==> config.mk <==
export PLATFORM = sky130hd
export DESIGN_NAME = program_loader_flat
export DESIGN_NICKNAME = d
export VERILOG_FILES = /design/src/rtl/program_loader_if.sv /design/src/rtl/program_loader.sv /design/src/flat_wrapper.sv
export SDC_FILE = /design/constraint.sdc
export NUM_CORES = 1
export LEC_CHECK = 0
export ABC_AREA = 0
export CORE_MARGIN = 8
export CORE_UTILIZATION = 53
export CTS_BUF_LIST = sky130_fd_sc_hd__clkbuf_8 sky130_fd_sc_hd__clkbuf_16
export CTS_CLUSTER_SIZE = 40
export DETAILED_ROUTE_END_ITERATION = 10
export GPL_TIMING_DRIVEN = 0
export PLACE_DENSITY = 0.91
export SYNTH_ARGS = -nofsm -noshare
export SYNTH_HDL_FRONTEND = slang
export SYNTH_SLANG_ARGS = --single-unit
==> constraint.sdc <==
create_clock -name i_clk -period 2.7 [get_ports i_clk]
set_clock_uncertainty 0.05 [all_clocks]
set_input_delay 0.54 -clock i_clk [delete_from_list [all_inputs] [get_ports i_clk]]
set_output_delay 0.54 -clock i_clk [all_outputs]
set_load 0.02 [all_outputs]
==> src/rtl/program_loader_if.sv <==
// Byte-stream and instruction-memory port bundle between the program loader
// and its surroundings (UART RX, pipeline fetch and instruction memory).
interface program_loader_if;
  logic [7:0]  i_rx_data;
  logic        i_rx_valid;
  logic        i_program_end;
  logic        o_write_instruction_mem;
  logic [31:0] o_instruction_mem_addr;
  logic [31:0] o_instruction_mem_data;
  logic        o_halt;
  logic        o_loaded;
  logic        o_running;
  logic        o_done;
  logic        o_error;

  // Loader side: consumes bytes and program_end, drives memory port and status.
  modport master (
    input  i_rx_data,
    input  i_rx_valid,
    input  i_program_end,
    output o_write_instruction_mem,
    output o_instruction_mem_addr,
    output o_instruction_mem_data,
    output o_halt,
    output o_loaded,
    output o_running,
    output o_done,
    output o_error
  );

  // Environment side: byte source, pipeline and instruction memory.
  modport slave (
    output i_rx_data,
    output i_rx_valid,
    output i_program_end,
    input  o_write_instruction_mem,
    input  o_instruction_mem_addr,
    input  o_instruction_mem_data,
    input  o_halt,
    input  o_loaded,
    input  o_running,
    input  o_done,
    input  o_error
  );
endinterface

==> src/rtl/program_loader.sv <==
// Fills instruction memory from a big-endian byte stream and gates pipeline
// fetch with run / single-step commands. All outputs are registered.
module program_loader #(
  parameter int unsigned INSTR_MEM_DEPTH = 256,
  parameter logic [31:0] HALT_WORD       = 32'hFFFF_FFFF,
  parameter logic [7:0]  CMD_LOAD        = 8'h4C,
  parameter logic [7:0]  CMD_RUN         = 8'h52,
  parameter logic [7:0]  CMD_STEP        = 8'h53
) (
  input  logic              i_clk,
  input  logic              i_reset,
  program_loader_if.master  bus
);

  localparam int unsigned         IDX_W    = (INSTR_MEM_DEPTH > 1) ? $clog2(INSTR_MEM_DEPTH) : 1;
  localparam logic [IDX_W-1:0]    LAST_IDX = IDX_W'(INSTR_MEM_DEPTH - 1);

  typedef enum logic [1:0] {
    S_IDLE = 2'd0,
    S_LOAD = 2'd1,
    S_RUN  = 2'd2,
    S_STEP = 2'd3
  } state_t;

  state_t           state_q;
  logic [1:0]       byte_cnt_q;
  logic [IDX_W-1:0] index_q;
  logic [23:0]      shift_q;
  logic             we_q;
  logic [31:0]      addr_q;
  logic [31:0]      data_q;
  logic             halt_q;
  logic             loaded_q;
  logic             running_q;
  logic             done_q;
  logic             error_q;
  logic [31:0]      word_d;

  // The three earlier bytes sit in shift_q; the current byte completes the word.
  always_comb begin
    word_d = {shift_q, bus.i_rx_data};
  end

  // Loader FSM with registered memory-port and status outputs.
  always_ff @(posedge i_clk or negedge i_reset) begin
    if (!i_reset) begin
      state_q    <= S_IDLE;
      byte_cnt_q <= 2'd0;
      index_q    <= '0;
      shift_q    <= 24'd0;
      we_q       <= 1'b0;
      addr_q     <= 32'd0;
      data_q     <= 32'd0;
      halt_q     <= 1'b1;
      loaded_q   <= 1'b0;
      running_q  <= 1'b0;
      done_q     <= 1'b0;
      error_q    <= 1'b0;
    end else begin
      we_q   <= 1'b0;
      done_q <= 1'b0;
      case (state_q)
        S_IDLE: begin
          if (bus.i_rx_valid) begin
            if (bus.i_rx_data == CMD_LOAD) begin
              state_q    <= S_LOAD;
              byte_cnt_q <= 2'd0;
              index_q    <= '0;
              loaded_q   <= 1'b0;
              error_q    <= 1'b0;
            end else if ((bus.i_rx_data == CMD_RUN) && loaded_q) begin
              state_q   <= S_RUN;
              halt_q    <= 1'b0;
              running_q <= 1'b1;
            end else if ((bus.i_rx_data == CMD_STEP) && loaded_q) begin
              state_q <= S_STEP;
              halt_q  <= 1'b0;
            end else begin
              state_q <= S_IDLE;
            end
          end
        end
        S_LOAD: begin
          // Command byte values are plain data here.
          if (bus.i_rx_valid) begin
            byte_cnt_q <= byte_cnt_q + 2'd1;
            shift_q    <= {shift_q[15:0], bus.i_rx_data};
            if (byte_cnt_q == 2'd3) begin
              we_q    <= 1'b1;
              addr_q  <= {30'(index_q), 2'b00};
              data_q  <= word_d;
              index_q <= index_q + IDX_W'(1);
              if (word_d == HALT_WORD) begin
                loaded_q <= 1'b1;
                state_q  <= S_IDLE;
              end else if (index_q == LAST_IDX) begin
                error_q  <= 1'b1;
                loaded_q <= 1'b0;
                state_q  <= S_IDLE;
              end else begin
                state_q <= S_LOAD;
              end
            end
          end
        end
        S_RUN: begin
          if (bus.i_program_end) begin
            halt_q    <= 1'b1;
            running_q <= 1'b0;
            done_q    <= 1'b1;
            state_q   <= S_IDLE;
          end
        end
        S_STEP: begin
          // Fetch was released for exactly this one cycle.
          halt_q  <= 1'b1;
          done_q  <= bus.i_program_end;
          state_q <= S_IDLE;
        end
        default: begin
          state_q   <= S_IDLE;
          halt_q    <= 1'b1;
          running_q <= 1'b0;
        end
      endcase
    end
  end

  assign bus.o_write_instruction_mem = we_q;
  assign bus.o_instruction_mem_addr  = addr_q;
  assign bus.o_instruction_mem_data  = data_q;
  assign bus.o_halt                  = halt_q;
  assign bus.o_loaded                = loaded_q;
  assign bus.o_running               = running_q;
  assign bus.o_done                  = done_q;
  assign bus.o_error                 = error_q;

endmodule

==> src/flat_wrapper.sv <==
// flat-port wrapper written by rule: the top's interface ports become plain ports
module program_loader_flat 
#(
  parameter int unsigned INSTR_MEM_DEPTH = 256,
  parameter logic [31:0] HALT_WORD       = 32'hFFFF_FFFF,
  parameter logic [7:0]  CMD_LOAD        = 8'h4C,
  parameter logic [7:0]  CMD_RUN         = 8'h52,
  parameter logic [7:0]  CMD_STEP        = 8'h53
)
  (i_clk, i_reset, bus_i_rx_data, bus_i_rx_valid, bus_i_program_end, bus_o_write_instruction_mem, bus_o_instruction_mem_addr, bus_o_instruction_mem_data, bus_o_halt, bus_o_loaded, bus_o_running, bus_o_done, bus_o_error);
  program_loader_if bus_i ();
  input  logic i_clk;
  input  logic i_reset;
  input wire logic [$bits(bus_i.i_rx_data)-1:0] bus_i_rx_data;
  input wire logic [$bits(bus_i.i_rx_valid)-1:0] bus_i_rx_valid;
  input wire logic [$bits(bus_i.i_program_end)-1:0] bus_i_program_end;
  output wire logic [$bits(bus_i.o_write_instruction_mem)-1:0] bus_o_write_instruction_mem;
  output wire logic [$bits(bus_i.o_instruction_mem_addr)-1:0] bus_o_instruction_mem_addr;
  output wire logic [$bits(bus_i.o_instruction_mem_data)-1:0] bus_o_instruction_mem_data;
  output wire logic [$bits(bus_i.o_halt)-1:0] bus_o_halt;
  output wire logic [$bits(bus_i.o_loaded)-1:0] bus_o_loaded;
  output wire logic [$bits(bus_i.o_running)-1:0] bus_o_running;
  output wire logic [$bits(bus_i.o_done)-1:0] bus_o_done;
  output wire logic [$bits(bus_i.o_error)-1:0] bus_o_error;
  assign bus_i.i_rx_data = bus_i_rx_data;
  assign bus_i.i_rx_valid = bus_i_rx_valid;
  assign bus_i.i_program_end = bus_i_program_end;
  assign bus_o_write_instruction_mem = bus_i.o_write_instruction_mem;
  assign bus_o_instruction_mem_addr = bus_i.o_instruction_mem_addr;
  assign bus_o_instruction_mem_data = bus_i.o_instruction_mem_data;
  assign bus_o_halt = bus_i.o_halt;
  assign bus_o_loaded = bus_i.o_loaded;
  assign bus_o_running = bus_i.o_running;
  assign bus_o_done = bus_i.o_done;
  assign bus_o_error = bus_i.o_error;
  program_loader #(.INSTR_MEM_DEPTH(INSTR_MEM_DEPTH), .HALT_WORD(HALT_WORD), .CMD_LOAD(CMD_LOAD), .CMD_RUN(CMD_RUN), .CMD_STEP(CMD_STEP)) u_core (.i_clk(i_clk), .i_reset(i_reset), .bus(bus_i));
endmodule
==> impl_metrics.yaml <==
run_status:
  run_status: "finished clean"
synth:
  yosys.area.top_type_share: 0.578
  synth_area_um2: 3510
  avgSynthCellArea_um2: 10.2
  synth-seq-cells: 82
  netlist_instances: 344
  netlist-cell-type-count: 39
  ys_warn_count: 0
  synth_edf_count: 0
  synth_top_family_by_area: "simple AND/OR/NAND/NOR gates"
  synth-compound-area-share: 0.0321
  synthAdderAreaFrac: 0.00713
  muxShareOfSynthArea: 0.0770
  synthXorXnorAreaFrac: 0.0150
  yosys.area_share.simple: 0.206
  synth_flop_cell: "dfrtp_1"
  synth_area_leader_cell: "dfrtp_1"
  async_flop_share: 1.00
  yosysSeqAreaShare: 0.585
  synthTopCellsByArea: "dfrtp_1 (58%), nand2_1 (13%), mux2_2 (7.7%)"
finish:
  num_antenna_cells: 0
  num-nets-final: 451
  most-common-layout-cells: "nand2_1 (124), dfrtp_1 (81), clkdlybuf4s50_1 (56), buf_4 (26)"
  final_common_cell: "nand2_1"
  fin_cells: 519
  area_growth_pct: 27.7
  drive_gt1_frac: 0.161
  fillerInstances: 480
drt:
  detail_route.iter0.violations: 136
  routedWlPerCell_um: 15.6
  ant_nets: 0
  firstDrtPassIters: 4
  num_vias: 2686
  drc: 0
  drt-vias-per-instance: 5.18
  finalWirelength_mm: 8.09
setup_path:
  crit_path_max_fanout: 5
  slowest_delay_ps: 610
  crit_start: "bus_i_rx_data[3]"
  crit_family: "simple AND/OR/NAND/NOR gates"
  worstPathCellList: "clkdlybuf4s50_1 -> nand4_1 -> or4_1 -> or3_1 -> a32o_2"
  cp.required_ps: 2890
  critPathBufInv: 1
  worstPathArrival_ps: 2490
  path_class: "in -> reg"
  slowest_stage: "clkdlybuf4s50_1"
  start_kind: "input pin"
  end_kind: "flip-flop"
  reg2reg_from: "u_core.byte_cnt_q[0]$_DFFE_PN0P_"
  reg2reg_setup_slack_ps: 700
clock_tree:
  cts_setup_buffers: 0
  clk_latency_ps: 350
  clockBufferDepth: 2
  cts_max_level: 3
  tritoncts: "done"
  cts-root-buf: "clkbuf_8"
  numClockSinks: 82
  clk_pin_slew_worst_paths_ps: 80
  cts_buffers: 9
placed_design:
  dpl.cell_count: 502
  globalplace.congestion: 0.870
  dp_hpwl_mm: 5.95
  port_buffers: 57
  place_ws_ps: 44.7
timing:
  fmax_ghz: 0.435
  max_slew.worst_pin.slew_ps: 628
  finalHoldViolations: 0
  post-route-period-util: 0.851
  hold_ws_ps: 428
  fin_crit_ps: 2300
  worst_slack_ps: 403
  slew_headroom: 0.581
  rsz0062_at_grt: "no"
  finalSetupViolations: 0
  fin_tns_setup_ps: 0
  drv_slew: 0
pwr:
  p_per_area_nw_per_um2: 910
  ir_drop_mv: 0.602
  p_leak_nw: 2.20
floorplan:
  core-area_um2: 6390
  die_w_um: 97.4
  start_util: 0.549
  die_h_um: 97.4
  rows: 29
  ios: 82
  dieArea_um2: 9480
global_routing:
  grt_pass1_wl_mm: 13.6
  grt_pass1_vias: 2801
  grt_overflow: 0
  grt_usage: 0.175
  grt_max_degree: 70
  antenna_found_initial: 0
worst_hold_path:
  hold_start: "u_core.bus.o_instruction_mem_addr[7]$_DFFE_PN0P_"
  hold_class: "reg -> reg"
job:
  drv_cap: 0
==> synthesized netlist by cell type, types with 2 or more instances <==
master and count:
xor2_1 2, buf_2 2, inv_1 6, clkbuf_1 12
dfrtp_1 81, nor2_1 9, nand2_1 124, nor4_1 4
xnor2_1 4, or3_1 2, nand4_1 9, mux2_2 24
nand3_1 5, buf_4 25, nor4bb_1 2, ha_1 2
o21ai_0 8, or4_1 2
==> logic make-up after synthesis <==
kind of cell / Yosys count
fa+ha+maj: 2
xor+xnor: 6
mux: 24
simple gates: 166
other cells: 1
flops: 82
compound gates: 17
buf+inv: 46
==> repair_timing <==
| item | CTS | global route |
|---|---|---|
| hold buffers | 1 | 0 |
| hold endpoints to repair | 13 | 0 |
| resized for setup | 0 | 0 |
==> per-stage QoR <==
step                cell area, um2  utilization  total power, mW
floorplan                     3590            -             2.55
global placement              4260        0.667             3.23
detailed placement            4290        0.671             3.30
CTS                           4480        0.701             4.12
global route                  4480        0.701             4.32
finish                        4480        0.701             4.08
==> tightest hold or removal path: cells and delay by family, from the launching register on <==
family	cells	cell delay, ps
flops	1	340
simple gates	2	100
==> layout make-up <==
type | instances | area (um2) | area share
clock inverter | 4 | 17.5 | 0.00391
multi-input combinational | 239 | 1270 | 0.284
timing repair buffer | 59 | 606 | 0.135
sequential | 82 | 2050 | 0.458
clock buffer | 12 | 165 | 0.0369
tap | 77 | 96.3 | 0.0215
buffer | 39 | 243 | 0.0542
inverter | 7 | 26.3 | 0.00587
==> where the power goes <==
part / switching (mW) / internal [mW]
combinational: 0.784 / 0.667
clock: 0.411 / 0.400
sequential: 0.241 / 1.57
total: 1.44 / 2.64
==> sequential cells by signal, summed over array words and instances (netlist names), 2 cells and up <==
register and cells:
u_core.bus.o_instruction_mem_addr 8, u_core.bus.o_instruction_mem_data 32, u_core.index_q 8, u_core.state_q 2, u_core.shift_q 24, u_core.byte_cnt_q 2
==> metal layers <==
metal / part of all wire / track usage
met2: 0.47 / 0.268
met4: 0.025 / 0.0979
met5: 0 / 0
met3: 0.089 / 0.0704
met1: 0.41 / 0.205
==> worst paths after layout <==
path                                                                     end  cells past startpoint
min in group asynchronous  u_core.bus.o_instruction_mem_data[11]$_DFFE_PN0P_                      2
setup / recovery                              u_core.bus.o_error$_DFFE_PN0P_                      5
setup reg to reg            u_core.bus.o_instruction_mem_addr[6]$_DFFE_PN0P_                      5
hold / removal              u_core.bus.o_instruction_mem_addr[7]$_DFFE_PN0P_                      2
max in group asynchronous                      u_core.bus.o_halt$_DFFE_PN1P_                      3
hold reg to reg             u_core.bus.o_instruction_mem_addr[7]$_DFFE_PN0P_                      2
Power figures use the tool's default switching activity.
